$ cat config.mk
export PLATFORM = sky130hd
export DESIGN_NAME = axi_rd_arbiter
export DESIGN_NICKNAME = d
export VERILOG_FILES = /design/src/rtl/axi_rd_arbiter_pkg.sv /design/src/rtl/axi_rd_arbiter_rr_arb2.sv /design/src/rtl/axi_rd_arbiter.sv
export SDC_FILE = /design/constraint.sdc
export NUM_CORES = 1
export LEC_CHECK = 0
export BUFFER_PORTS_ARGS = -buffer_cell sky130_fd_sc_hd__buf_2
export CELL_PAD_IN_SITES_DETAIL_PLACEMENT = 0
export CELL_PAD_IN_SITES_GLOBAL_PLACEMENT = 2
export CORE_MARGIN = 5
export CORE_UTILIZATION = 18
export CTS_CLUSTER_DIAMETER = 50
export DETAILED_ROUTE_END_ITERATION = 10
export PLACE_DENSITY_LB_ADDON = 0.2
export SYNTH_ARGS = -nofsm -noshare
export SYNTH_HDL_FRONTEND = slang
export SYNTH_HIERARCHICAL = 1
export SYNTH_SLANG_ARGS = --single-unit
$ cat constraint.sdc
create_clock -name clk -period 1.7 [get_ports clk]
set_clock_uncertainty 0.05 [all_clocks]
set_input_delay 0.17 -clock clk [delete_from_list [all_inputs] [get_ports clk]]
set_output_delay 0.17 -clock clk [all_outputs]
set_load 0.02 [all_outputs]
$ cat src/rtl/axi_rd_arbiter_pkg.sv
// Shared types and constants for the two-requester AXI read arbiter.
package axi_rd_arbiter_pkg;

  typedef enum logic [1:0] {
    ST_IDLE = 2'd0,
    ST_AR   = 2'd1,
    ST_R    = 2'd2
  } state_e;

  localparam logic SEL_INST = 1'b0;
  localparam logic SEL_DATA = 1'b1;

  localparam logic [2:0] ARSIZE_WORD = 3'b010;
  localparam logic [1:0] BURST_INCR  = 2'b01;
  localparam logic [1:0] BURST_FIXED = 2'b00;

  localparam logic [3:0] INST_ID_DEF = 4'h0;
  localparam logic [3:0] DATA_ID_DEF = 4'h1;

endpackage

$ cat src/rtl/axi_rd_arbiter_rr_arb2.sv
// Two-way round-robin grant: on a tie the requester not granted last time wins.
module rr_arb2
  import axi_rd_arbiter_pkg::*;
(
  input  logic [1:0] req_i,
  input  logic       last_grant_i,
  output logic       gnt_valid_o,
  output logic       gnt_sel_o
);

  always_comb begin
    gnt_valid_o = |req_i;
    gnt_sel_o   = SEL_INST;
    case (req_i)
      2'b01:   gnt_sel_o = SEL_INST;
      2'b10:   gnt_sel_o = SEL_DATA;
      2'b11:   gnt_sel_o = ~last_grant_i;
      default: gnt_sel_o = SEL_INST;
    endcase
  end

endmodule

$ cat src/rtl/axi_rd_arbiter.sv
// Shares one AXI read master between inst and data caches; grant held from AR
// issue to the final R beat, with beat-count/rid checking into a sticky err.
module axi_rd_arbiter
  import axi_rd_arbiter_pkg::*;
#(
  parameter int unsigned     ADDR_W  = 32,
  parameter int unsigned     DATA_W  = 32,
  parameter int unsigned     LEN_W   = 8,
  parameter int unsigned     ID_W    = 4,
  parameter logic [ID_W-1:0] INST_ID = ID_W'(INST_ID_DEF),
  parameter logic [ID_W-1:0] DATA_ID = ID_W'(DATA_ID_DEF)
) (
  input  logic              clk,
  input  logic              rst,
  input  logic [ADDR_W-1:0] inst_araddr,
  input  logic [LEN_W-1:0]  inst_arlen,
  input  logic [1:0]        inst_arburst,
  input  logic              inst_arvalid,
  output logic              inst_arready,
  output logic [DATA_W-1:0] inst_rdata,
  output logic              inst_rlast,
  output logic              inst_rvalid,
  input  logic              inst_rready,
  input  logic [ADDR_W-1:0] data_araddr,
  input  logic [LEN_W-1:0]  data_arlen,
  input  logic [1:0]        data_arburst,
  input  logic              data_arvalid,
  output logic              data_arready,
  output logic [DATA_W-1:0] data_rdata,
  output logic              data_rlast,
  output logic              data_rvalid,
  input  logic              data_rready,
  output logic [ID_W-1:0]   arid,
  output logic [ADDR_W-1:0] araddr,
  output logic [LEN_W-1:0]  arlen,
  output logic [2:0]        arsize,
  output logic [1:0]        arburst,
  output logic              arvalid,
  input  logic              arready,
  input  logic [ID_W-1:0]   rid,
  input  logic [DATA_W-1:0] rdata,
  input  logic [1:0]        rresp,
  input  logic              rlast,
  input  logic              rvalid,
  output logic              rready,
  output logic              err
);

  state_e            state_q, state_d;
  logic              owner_q, owner_d;
  logic              last_grant_q, last_grant_d;
  logic              err_q, err_d;
  logic [ADDR_W-1:0] araddr_q, araddr_d;
  logic [LEN_W-1:0]  arlen_q, arlen_d;
  logic [1:0]        arburst_q, arburst_d;
  logic [ID_W-1:0]   arid_q, arid_d;
  logic [LEN_W-1:0]  beat_cnt_q, beat_cnt_d;
  logic              gnt_valid, gnt_sel;
  logic              unused_rresp;

  assign unused_rresp = ^rresp;

  rr_arb2 u_rr_arb2 (
    .req_i        ({data_arvalid, inst_arvalid}),
    .last_grant_i (last_grant_q),
    .gnt_valid_o  (gnt_valid),
    .gnt_sel_o    (gnt_sel)
  );

  always_comb begin
    state_d      = state_q;
    owner_d      = owner_q;
    last_grant_d = last_grant_q;
    err_d        = err_q;
    araddr_d     = araddr_q;
    arlen_d      = arlen_q;
    arburst_d    = arburst_q;
    arid_d       = arid_q;
    beat_cnt_d   = beat_cnt_q;
    inst_arready = 1'b0;
    data_arready = 1'b0;
    rready       = 1'b0;
    inst_rvalid  = 1'b0;
    inst_rdata   = '0;
    inst_rlast   = 1'b0;
    data_rvalid  = 1'b0;
    data_rdata   = '0;
    data_rlast   = 1'b0;
    case (state_q)
      ST_IDLE: begin
        // Suppress the accept while in reset so a requester never sees a lost handshake.
        if (gnt_valid && !rst) begin
          inst_arready = (gnt_sel == SEL_INST);
          data_arready = (gnt_sel == SEL_DATA);
          owner_d      = gnt_sel;
          last_grant_d = gnt_sel;
          beat_cnt_d   = '0;
          state_d      = ST_AR;
          if (gnt_sel == SEL_DATA) begin
            araddr_d  = data_araddr;
            arlen_d   = data_arlen;
            arburst_d = data_arburst;
            arid_d    = DATA_ID;
          end else begin
            araddr_d  = inst_araddr;
            arlen_d   = inst_arlen;
            arburst_d = inst_arburst;
            arid_d    = INST_ID;
          end
        end
      end
      ST_AR: begin
        if (arready) state_d = ST_R;
      end
      ST_R: begin
        if (owner_q == SEL_DATA) begin
          rready      = data_rready;
          data_rvalid = rvalid;
          data_rdata  = rdata;
          data_rlast  = rlast;
        end else begin
          rready      = inst_rready;
          inst_rvalid = rvalid;
          inst_rdata  = rdata;
          inst_rlast  = rlast;
        end
        if (rvalid && rready) begin
          if (beat_cnt_q != '1) beat_cnt_d = beat_cnt_q + LEN_W'(1);
          if (rid != arid_q) err_d = 1'b1;
          // beat_cnt_q is the index of the current beat, so the final beat matches arlen.
          if (rlast) begin
            state_d = ST_IDLE;
            if (beat_cnt_q != arlen_q) err_d = 1'b1;
          end else if (beat_cnt_q == arlen_q) begin
            err_d = 1'b1;
          end
        end
      end
      default: state_d = ST_IDLE;
    endcase
  end

  always_ff @(posedge clk) begin
    if (rst) begin
      state_q      <= ST_IDLE;
      owner_q      <= SEL_INST;
      last_grant_q <= SEL_DATA;
      err_q        <= 1'b0;
      araddr_q     <= '0;
      arlen_q      <= '0;
      arburst_q    <= '0;
      arid_q       <= '0;
      beat_cnt_q   <= '0;
    end else begin
      state_q      <= state_d;
      owner_q      <= owner_d;
      last_grant_q <= last_grant_d;
      err_q        <= err_d;
      araddr_q     <= araddr_d;
      arlen_q      <= arlen_d;
      arburst_q    <= arburst_d;
      arid_q       <= arid_d;
      beat_cnt_q   <= beat_cnt_d;
    end
  end

  assign arvalid = (state_q == ST_AR);
  assign araddr  = araddr_q;
  assign arlen   = arlen_q;
  assign arburst = arburst_q;
  assign arid    = arid_q;
  assign arsize  = ARSIZE_WORD;
  assign err     = err_q;

endmodule
==> out/results.tsv <==
metric	value	unit
run status	finished, violations left	
failing checks	negative setup slack	
dominant synthesized flop cell	dfxtp_1	
count leader, synth	nor2_1	
effective utilization at floorplan	18.2	%
final WL	15.2	mm
maximum fanout along the worst path	4	
Fin. Hold Viols	0	
Via density	4.33	
largest area contributor in the netlist	dfxtp_1	
worst hold endpoint	state_q[0]	
RSZ-0062 raised after global routing	true	
row count	48	
routability cong.	0.916	
static leakage	0.00283	uW
die area	20100	um2
post-synthesis xor/xnor area fraction	4.49	%
CTS Buf Count	5	
Worst R2R Start	state_q[0]	
H-tree Lvls	2	
CTS Sinks	55	
Syn-to-layout area delta	98.7	%
die width	142	um
Synth Instances	362	
layout cells sized above 1	62.1	%
largest cells by area after synthesis	dfxtp_1 35%, mux2i_1 13%, a211oi_1 10%	
measured slew at the worst slew-check pin	0.503	ns
layout net count	762	
Req. time, crit path	1.48	ns
worst r2r path cells	7	
Final Instance Area	6210	um2
largest family of logic cells by synthesized area	simple AND/OR/NAND/NOR gates	
synthesized flop and latch total	55	
Util after Layout	36.1	%
number of synthesis warnings	6	
CTS Root Cell	clkbuf_16	
Hold Path Depth	2	
Distinct cells, synth	37	
DPL Wire Length	9.38	mm
setup tns final	-1.43	ns
first-pass GRT wire length	21.2	mm
CTS tree	built	
gr ovfl total	0	
routed len/inst	17.7	um
Startpoint Class	flip-flop	
Avg Cell Area, Syn	8.63	um2
sequential area share after synthesis	35.2	%
initial antenna violation count	0	
clock-pin transition on the worst setup and hold timing paths	0.08	ns
critical path type	reg2out	
WHS	0.0463	ns
fmax	565	MHz
worst path arrival time	1.55	ns
initial drt markers	53	
DRC Markers	0	
number of flops mapped to enable cells by yosys	0	
hold crit path type	in2reg	
Non-Filler Instances	856	
top-area cell type share of the netlist area	35.2	%
post-synthesis simple-gate area fraction	26.8	%
ys async rst share	0	%
Hold Path Origin	arready	
Core ar.	17200	um2
GRT Util Overall	13.3	%
I/O Buffers	244	
top cells by count, synth	56 x nor2_1, 55 x dfxtp_1, 43 x a211oi_1, 42 x mux2i_1, 35 x and2_1	
# IOs	253	
CTS max path bufs	2	
Final setup viols	44	
Worst Setup End Kind	output pin	
r2r setup slk	0	ns
Post-Synth Adder-Cell Area	0.400	%
worst relative slew slack	66.5	%
Power Dens Cells	638	nW/um2
post-synthesis mux area share	13.8	%
Pre-Repair DR Iteration Count	4	
max cap viols	0	
die extent in y	142	um
Critical R2R Capture	beat_cnt_q[7]	
vias in the first global route	3817	
Final Worst Setup Slack	-0.0691	ns
largest net degree at the start of global routing	38	
diode count	0	
Placed Area	4690	um2
Via Count	3705	
Post-Syn Area	3120	um2
final worst-path cycle share	104	%
worst vdd ir	451	uV
worst-skew pair later-pin latency	0.30	ns
post-route ant nets	0	
max-slew violation count	0	
Final min period	1.77	ns
compound-gate portion of the synthesized area	13.3	%
placed insts	816	
==> cell families after synthesis <==
group,Yosys count
adder cells (fa/ha/maj),1
AND/OR/NAND/NOR,151
XOR/XNOR,16
AO/OA/AOI/OAI,55
buffers and inverters,39
multiplexers,43
flip-flops,55
other,2
==> final cells by class <==
type | count | area [um2]
clock buffers | 6 | 139
multi-input cells | 272 | 2210
flip-flops and latches | 55 | 1110
fillers | 1766 | 11000
clock inverters | 2 | 13.8
inverters | 1 | 3.75
repair buffers | 295 | 2460
well taps | 225 | 282
==> state kept, by name, indices dropped and copies added (netlist names) <==
register and flops:
araddr 32, arburst 2, arlen 8, beat_cnt_q 8, err 1, last_grant_q 1, owner_q 1, state_q 2
==> report_power, final <==
part	switching [uW]	leakage [uW]	internal, uW
registers	68.4	0.000453	1400
logic	714	0.00230	687
clock network	502	0.0000772	591
==> worst max path at each step <==
stage | startpoint | end | slack, ns | cells past startpoint
2_1_floorplan | state_q[0] | inst_arready | 0.11 | 2
3_3_place_gp | state_q[1] | data_rdata[24] | 0.005 | 5
3_5_place_dp | state_q[1] | data_rdata[21] | -0.009 | 5
4_1_cts | state_q[0] | inst_rdata[10] | -0.12 | 8
5_1_grt | state_q[0] | inst_rdata[14] | -0.13 | 7
6_report | state_q[0] | inst_arready | -0.07 | 4
==> timing repair <==
action,4_1_cts,5_1_grt
setup buffers,14,5
resized for setup,152,98
pin swaps,27,43
hold buffers,0,0
endpoints found under the setup margin,72,118
gates cloned,10,8
==> worst max-delay path: stages, from the launching register on <==
cell and delay, ns:
dfxtp_2 0.33, buf_4 0.14, or4b_4 0.55, nor2_4 0.10, buf_6 0.12
==> per-stage QoR <==
stage                     total power [uW]  setup slack [ns]
after floorplan                       2090             0.105
after global placement                2530           0.00530
after detailed placement              2530          -0.00893
after CTS                             3900            -0.124
after global routing                  4200            -0.135
final                                 3960           -0.0691
==> cells in the final DEF, fill, tap and decap left out, types with 6 or more instances in the layout <==
cell type    n
buf_6       75
mux2i_1     42
and2_4      27
a211oi_2    10
buf_12       8
and2_1       8
nor2_1      53
xnor2_1     16
buf_4       23
and3_4      31
conb_1       6
dfxtp_1     52
a211oi_1    34
buf_2      173
clkbuf_16   12
==> layer usage <==
layer | routed length, um | vias to the layer above | global-route usage (%)
li1 | - | 1805 | -
met5 | 0 | - | 0
met2 | 7840 | 188 | 24.9
met1 | 5800 | 1698 | 14.9
met4 | 272 | 0 | 3.13
met3 | 1270 | 14 | 3.71
Note: power is estimated with default switching activity, not from simulation.
